### src/rtl/speaker_arbiter.sv
// Round-robin owner arbiter for one speaker pin, with a silent guard gap between owners and a hold-time limit.
// Optional build macro SPK_URGENT_EN: requester 0 becomes an urgent source that bypasses round-robin and the gap.
module speaker_arbiter #(
  parameter int N_REQ        = 4,
  parameter int CLK_FREQ     = 50_000_000,
  parameter int GAP_MS       = 20,
  parameter int MAX_GRANT_MS = 2000,
  parameter int CNT_W        = 27
) (
  input  logic             clk_50MHz,
  input  logic             rst_n,
  input  logic [N_REQ-1:0] req,
  input  logic [N_REQ-1:0] tone_in,
  output logic [N_REQ-1:0] grant,
  output logic             busy,
  output logic             preempted,
  output logic             speaker
);

  localparam int GAP_CYC       = CLK_FREQ / 1000 * GAP_MS;
  localparam int MAX_GRANT_CYC = CLK_FREQ / 1000 * MAX_GRANT_MS;
  localparam int IDX_W         = (N_REQ > 1) ? $clog2(N_REQ) : 1;
  localparam logic [CNT_W-1:0] GAP_LAST = CNT_W'((GAP_CYC > 0) ? GAP_CYC - 1 : 0);
  localparam logic [CNT_W-1:0] MAX_CNT  = CNT_W'(MAX_GRANT_CYC);
  localparam logic [IDX_W-1:0] LAST_IDX = IDX_W'(N_REQ - 1);

  typedef enum logic [1:0] {S_IDLE, S_GRANT, S_GAP} state_t;

  state_t             state_q, state_d;
  logic [IDX_W-1:0]   owner_q, owner_d;
  logic [IDX_W-1:0]   rr_ptr_q, rr_ptr_d;
  logic [CNT_W-1:0]   cnt_q, cnt_d;
  logic [N_REQ-1:0]   grant_q, grant_d;
  logic               speaker_q, speaker_d;
  logic               preempted_q, preempted_d;

  logic               urgent_req;
  logic               timeout_en;
  logic               others_waiting;
  logic               win_valid;
  logic [IDX_W-1:0]   win_idx;
  logic [IDX_W-1:0]   scan_idx [N_REQ];
  logic               leave, decide, take, take_bump;
  logic [IDX_W-1:0]   take_idx;

`ifdef SPK_URGENT_EN
  assign urgent_req = req[0];
  assign timeout_en = (owner_q != '0);
`else
  assign urgent_req = 1'b0;
  assign timeout_en = 1'b1;
`endif

  assign others_waiting = |(req & ~grant_q);

  // scan_idx[k] is the k-th candidate in round-robin order starting at rr_ptr
  for (genvar k = 0; k < N_REQ; k++) begin : g_scan
    assign scan_idx[k] = IDX_W'((int'(rr_ptr_q) + k) % N_REQ);
  end

  always_comb begin
    win_valid = 1'b0;
    win_idx   = '0;
    for (int k = N_REQ - 1; k >= 0; k--) begin
      if (req[scan_idx[k]]) begin
        win_valid = 1'b1;
        win_idx   = scan_idx[k];
      end
    end
  end

  always_comb begin
    state_d     = state_q;
    owner_d     = owner_q;
    rr_ptr_d    = rr_ptr_q;
    cnt_d       = cnt_q;
    grant_d     = grant_q;
    preempted_d = 1'b0;
    leave       = 1'b0;
    decide      = 1'b0;
    take        = 1'b0;
    take_bump   = 1'b0;
    take_idx    = '0;

    case (state_q)
      S_IDLE: decide = 1'b1;
      S_GRANT: begin
        cnt_d = (cnt_q == MAX_CNT) ? cnt_q : cnt_q + 1'b1;
        if (urgent_req && (owner_q != '0)) begin
          take        = 1'b1;
          preempted_d = req[owner_q];
        end else if (!req[owner_q]) begin
          leave = 1'b1;
        end else if (timeout_en && (cnt_q == MAX_CNT) && others_waiting) begin
          leave       = 1'b1;
          preempted_d = 1'b1;
        end
      end
      S_GAP: begin
        cnt_d = cnt_q + 1'b1;
        if ((cnt_q == GAP_LAST) || urgent_req) decide = 1'b1;
      end
      default: state_d = S_IDLE;
    endcase

    // A zero-length gap hands straight over to the next arbitration
    if (leave) begin
      if (GAP_CYC == 0) begin
        decide = 1'b1;
      end else begin
        state_d = S_GAP;
        grant_d = '0;
        cnt_d   = '0;
      end
    end

    if (decide) begin
      if (urgent_req) begin
        take = 1'b1;
      end else if (win_valid) begin
        take      = 1'b1;
        take_idx  = win_idx;
        take_bump = 1'b1;
      end else begin
        state_d = S_IDLE;
        grant_d = '0;
        cnt_d   = '0;
      end
    end

    if (take) begin
      state_d = S_GRANT;
      owner_d = take_idx;
      grant_d = N_REQ'(1) << take_idx;
      cnt_d   = '0;
      if (take_bump) rr_ptr_d = (take_idx == LAST_IDX) ? '0 : take_idx + 1'b1;
    end

    // Loaded on the same edge as grant so the pin never carries a non-owner
    speaker_d = (state_d == S_GRANT) ? tone_in[owner_d] : 1'b0;
  end

  always_ff @(posedge clk_50MHz or negedge rst_n) begin
    if (!rst_n) begin
      state_q     <= S_IDLE;
      owner_q     <= '0;
      rr_ptr_q    <= '0;
      cnt_q       <= '0;
      grant_q     <= '0;
      speaker_q   <= 1'b0;
      preempted_q <= 1'b0;
    end else begin
      state_q     <= state_d;
      owner_q     <= owner_d;
      rr_ptr_q    <= rr_ptr_d;
      cnt_q       <= cnt_d;
      grant_q     <= grant_d;
      speaker_q   <= speaker_d;
      preempted_q <= preempted_d;
    end
  end

  assign grant     = grant_q;
  assign busy      = (state_q != S_IDLE);
  assign preempted = preempted_q;
  assign speaker   = speaker_q;

endmodule
### config.mk
export PLATFORM = sky130hd
export DESIGN_NAME = speaker_arbiter
export DESIGN_NICKNAME = d
export VERILOG_FILES = /design/src/rtl/speaker_arbiter.sv
export SDC_FILE = /design/constraint.sdc
export NUM_CORES = 1
export LEC_CHECK = 0
export CORE_MARGIN = 8
export CORE_UTILIZATION = 59
export DETAILED_ROUTE_END_ITERATION = 8
export PLACE_DENSITY_LB_ADDON = 0.12
export RECOVER_POWER = 100
export SETUP_SLACK_MARGIN = 0.3
export SLEW_MARGIN = 25
export SYNTH_ARGS = -nofsm -noshare
export SYNTH_HDL_FRONTEND = slang
export SYNTH_SLANG_ARGS = --single-unit
### constraint.sdc
create_clock -name clk_50MHz -period 3.45 [get_ports clk_50MHz]
set_input_delay 0.69 -clock clk_50MHz [delete_from_list [all_inputs] [get_ports clk_50MHz]]
set_output_delay 0.69 -clock clk_50MHz [all_outputs]
set_load 0.02 [all_outputs]
* Word level (Yosys, flattened, before mapping)
Index checks and enable logic that the tools add are counted.
Operators by class: add/subtract/negate cells 5, magnitude comparators 6, eq/ne operators 6, shift operators 1, mux-type cells 49, bitwise gates (word level) 2, reduce and logical (&&, ||, !) cells 5
Operators with widths (count):
- 2-to-1 mux 27 bit | 5
- case mux 27 bit (2 select lines) | 1
- adder 27 x 1 -> 27 bit, second input constant | 1
- == test 27 x 20 -> 1 bit, second input constant | 1
- == test 27 bit, second input constant | 1
- 2-to-1 mux 2 bit | 13
- 2-to-1 mux 1 bit | 19
- < comparator 2 x 3 -> 1 bit, second input constant | 6
- 2-to-1 mux 4 bit | 4
- binary-select mux 1 bit (select 2 bit) | 6
- adder 2 x 1 -> 2 bit, second input constant | 2
- adder 2 bit, second input constant | 2
- bitwise AND 4 bit | 1
- == test 2 x 1 -> 1 bit, second input constant | 2
- == test 2 bit, second input constant | 2
- NOT 4 bit | 1
- OR reduction 4 bit | 1
- << shifter 1 x 2 -> 4 bit, first input constant | 1
- OR reduction 3 bit | 1
- logical NOT 2 bit | 1
- case mux 1 bit (2 select lines) | 1
- nonzero test 2 bit | 1
- logical AND 1 bit | 1
Word-level totals: bits in registers 39, bits of input ports 10, output and inout port bits 7, logic and storage cells 81

* Depth between registers and ports, before layout
depth in word-level cells 13, depth in mapped cells 10

* Worst setup path after synthesis
No wires, ideal clock.
kind register to register, start register state_q[0], end register rr_ptr_q[1], arrival time 2.461 ns, required time 3.367 ns, path slack 0.907 ns, cell stages (with the launch flop) 10, path through dfrtp_1 -> inv_1 -> ha_1 -> or4b_1 -> nor4_2 -> a41oi_2 -> nor3_1 -> inv_1 -> ha_1 -> o21ai_0
Between the ends: longest elaborated chain between the ends 5, elaborated cells between the ends (all ways) 8, classes of those cells add/sub: 1; eq/ne: 2; mux: 4; reduce/logical: 1
Ends and longest elaborated chain:
- from (decl) | line 29 | state_t state_q, state_d;
- from (signal assigned) | line 153 | state_q <= state_d;
- == test 2 bit or logical NOT 2 bit (tied branches) | line 85 | case (state_q)
- case mux 1 bit (2 select lines) * | line 85
- 2-to-1 mux 2 bit | line 117 | if (decide) begin
- adder 2 x 1 -> 2 bit or == test 2 bit (tied branches) | line 136 | if (take_bump) rr_ptr_d = (take_idx == LAST_IDX) ? '0 : take_idx + 1'b1;
- 2-to-1 mux 2 bit | line 136
- to (signal assigned) | line 155 | rr_ptr_q <= rr_ptr_d;
- to (decl) | line 31 | logic [IDX_W-1:0] rr_ptr_q, rr_ptr_d;
Mark *: on every way between the ends. The rest lies on a longest branch, timed or not. A chain may end at the register's enable or synchronous reset.

* Worst setup path in the final report
start register state_q[0], end register grant_q[2], in the netlist grant[2]
Between the ends: longest elaborated chain between the ends 6, elaborated cells between the ends (all ways) 12, classes of those cells eq/ne: 2; shift: 1; mux: 8; reduce/logical: 1
Ends and longest elaborated chain:
- == test 2 x 1 -> 1 bit | line 85
- 2-to-1 mux 1 bit | line 85
- 2-to-1 mux 4 bit | line 107 | if (leave) begin
- 2-to-1 mux 4 bit | line 120 | end else if (win_valid) begin
- 2-to-1 mux 4 bit | line 117
- 2-to-1 mux 4 bit * | line 131 | if (take) begin
- net grant_d[2] | line 33 | logic [N_REQ-1:0] grant_q, grant_d;
- to (signal assigned) | line 157 | grant_q <= grant_d;
- to (decl) | line 33
Mark *: on every way through the listed nets, which the timed path passes. The rest lies on a longest branch.

==> impl_metrics.json <==
{
  "violations": "max-capacitance violations, max-slew violations",
  "pin_count": 17,
  "fillers": 345,
  "drive_above_1_share": 0.0417,
  "power_frac_seq": 0.318,
  "end_kind": "flip-flop",
  "hold_buffers": 0,
  "postSynth.asyncResetShare": 1.00,
  "critPathLaunchType": "flip-flop",
  "synth.top_cell.area_share": 0.403,
  "cts_buffer_depth": 2,
  "root_buffer": "clkbuf_8",
  "cts_resized": 0,
  "cts_tree": "done",
  "ys_seq_area_frac": 0.403,
  "fin_skew_ns": 0.00492,
  "relSlewSlack": -0.417,
  "power.density_nw_per_um2": 655,
  "grt_max_degree": 40,
  "syn_area_per_cell_um2": 8.16,
  "synth_ff_type": "dfrtp_1",
  "rsz0062_at_grt": "false",
  "fmax_ghz": 0.338,
  "setup_violations": 0,
  "period_needed_ns": 2.96,
  "postCtsSetupRepairBufs": 0,
  "layout_common_cells": "dfrtp_1, o21ai_0, nand2_1, nor2_1, a21oi_1",
  "crit_chain": "inv_1 > ha_1 > or4b_1 > nor4_2 > a41oi_1 > nor3_1 > inv_1 > ha_1 > nand2_1 > o21ai_0",
  "clkSlewWorstSetupHoldPaths_ns": 0.07,
  "yosysUniqueCellTypes": 35,
  "path_max_fanout": 7,
  "synth_edf_count": 0,
  "viasPerCell": 6.32,
  "start_util": 0.610,
  "antennaDiodeCount": 0,
  "worstSkewPairLatency_ns": 0.29,
  "grt_remaining_overflow": 0,
  "p_switching_uw": 806,
  "first_iter_violations": 224,
  "whs_ns": 0.557,
  "wl_met2_mm": 2.74,
  "path_buf_inv": 2,
  "peakVddDrop_mv": 0.498,
  "wl_met1_mm": 2.78,
  "worstPathArrival_ns": 3.11,
  "dieArea_um2": 6410,
  "p_leak_nw": 1.09,
  "place_congestion": 0.867,
  "port_buffers": 16,
  "crit_slowest_cell": "nor3_1",
  "pwr-share-clk": 0.160,
  "first_pass_iters": 4,
  "wl_per_cell_um": 16.4,
  "final.setup.tns_ns": 0,
  "drv_slew": 40,
  "intPower_uw": 955,
  "highest_layer": "met4",
  "crit_required_ns": 3.60,
  "yosys-top-cells-area": "dfrtp_1, o21ai_0, a21oi_1, ha_1, nand2_1",
  "synth-seq-cells": 39,
  "wl_mm": 5.93,
  "combPwrFrac": 0.522,
  "final_common_cell": "dfrtp_1",
  "syn_inst": 297,
  "swShare": 0.458,
  "die_w_um": 80.1,
  "layout.nets": 332,
  "post-route-period-util": 0.858,
  "finalHoldViolations": 0,
  "grt_usage": 0.195,
  "path_delay_family": "simple AND/OR/NAND/NOR gates",
  "cts_buffers": 5,
  "htreeDepth": 2,
  "status": "finished, violations left",
  "grt_pass1_vias": 2070,
  "met3_length_um": 349,
  "netlist_area_um2": 2420,
  "maxCapViolCount": 1,
  "syn-num-nets": 316,
  "cpPeakStageDelay_ns": 0.56,
  "hpwl_mm": 4.21,
  "core_um2": 3970,
  "die_h_um": 80.1,
  "synth-warning-count": 0,
  "grt_first_pass_wirelength_mm": 10.1,
  "vias": 2289,
  "area_delta_synth_final_pct": 10.8,
  "route.detailed.drc": 0,
  "yosys.area.top_type": "dfrtp_1",
  "antenna_found_initial": 0,
  "clock_sinks": 39,
  "hp-class": "flip-flop to flip-flop",
  "worstSetupPathType": "flip-flop to flip-flop",
  "ant_nets": 0,
  "tightest_slew_ns": 2.13,
  "rows": 23,
  "regArea_um2": 976,
  "multi_input_area_um2": 1320
}
==> cells in the mapped netlist (2+ instances only) <==
| library cell | number |
|---|---|
| a211oi_1 | 2 |
| a21o_1 | 2 |
| a21oi_1 | 26 |
| a22oi_1 | 5 |
| a31oi_1 | 8 |
| and2_1 | 2 |
| and3_1 | 7 |
| buf_2 | 3 |
| clkbuf_1 | 10 |
| dfrtp_1 | 39 |
| ha_1 | 9 |
| inv_1 | 17 |
| mux2i_1 | 2 |
| nand2_1 | 29 |
| nand2b_1 | 6 |
| nand3_1 | 13 |
| nand3b_1 | 11 |
| nand4_1 | 7 |
| nor2_1 | 27 |
| nor3_1 | 10 |
| nor3_2 | 2 |
| nor4_1 | 8 |
| o21ai_0 | 34 |
| or3_1 | 4 |
| or4_1 | 2 |
| or4b_1 | 3 |
==> power by group through the flow <==
| stage | combinational [mW] | clock [mW] | sequential, mW |
|---|---|---|---|
| after floorplan | 0.619 | 0 | 0.590 |
| after global placement | 0.930 | 0 | 0.567 |
| after detailed placement | 0.941 | 0 | 0.569 |
| after CTS | 0.945 | 0.290 | 0.562 |
| after global routing | 1.03 | 0.311 | 0.569 |
| final | 0.919 | 0.282 | 0.560 |
==> layout make-up <==
type / instances / area share
Sequential cell: 39 / 0.363
Clock buffer: 6 / 0.0270
Timing Repair Buffer: 22 / 0.0717
Multi-Input combinational cell: 228 / 0.491
Tap cell: 50 / 0.0233
Inverter: 17 / 0.0238
==> cells by family (layout without fill, tap and decap cells) <==
logic type	count (synthesis)	after routing	share of synthesized area
buffers and inverters	30	45	0.0480
flip-flops	39	39	0.403
AND/OR/NAND/NOR	136	136	0.300
adder cells (fa/ha/maj)	9	9	0.0465
AO/OA/AOI/OAI	80	80	0.185
multiplexers	3	3	0.0176
==> per-stage QoR <==
stage	power [mW]	cell area (µm²)	std cells	setup slack [ns]	util
final	1.76	2690	362	0.489	0.676
after global routing	1.91	2690	362	0.212	0.676
after CTS	1.80	2710	362	0.637	0.681
after detailed placement	1.51	2630	356	0.634	0.663
after global placement	1.50	2630	356	0.742	0.663
after floorplan	1.21	2420	297	0.907	-
==> routing by layer <==
metal | vias up | track usage
li1 | 1104 | -
met1 | 1105 | 0.270
met2 | 75 | 0.298
met3 | 5 | 0.0413
met4 | 0 | 0.0527
met5 | - | 0
==> tightest hold or removal path, stage by stage, from the launching register on <==
cell,delay [ns]
dfrtp_1,0.38
inv_1,0.06
o21ai_0,0.08
==> state kept, by name, summed over array words and instances (netlist names) <==
register,count
cnt_q,27
grant,4
owner_q,2
rr_ptr_q,2
state_q,2
preempted,1
speaker,1
==> worst paths after layout <==
kind                             from           to  slack (ns)  depth (start not counted)
max                        state_q[0]     grant[2]        0.49                         10
min                          grant[3]     grant[3]        0.56                          2
max reg2reg                state_q[0]     grant[2]        0.49                         10
min reg2reg                  grant[3]     grant[3]        0.56                          2
max in group asynchronous       rst_n    cnt_q[16]        1.22                          1
min in group asynchronous       rst_n  rr_ptr_q[0]        1.01                          1
No activity file was read; power rests on OpenSTA's default activity.
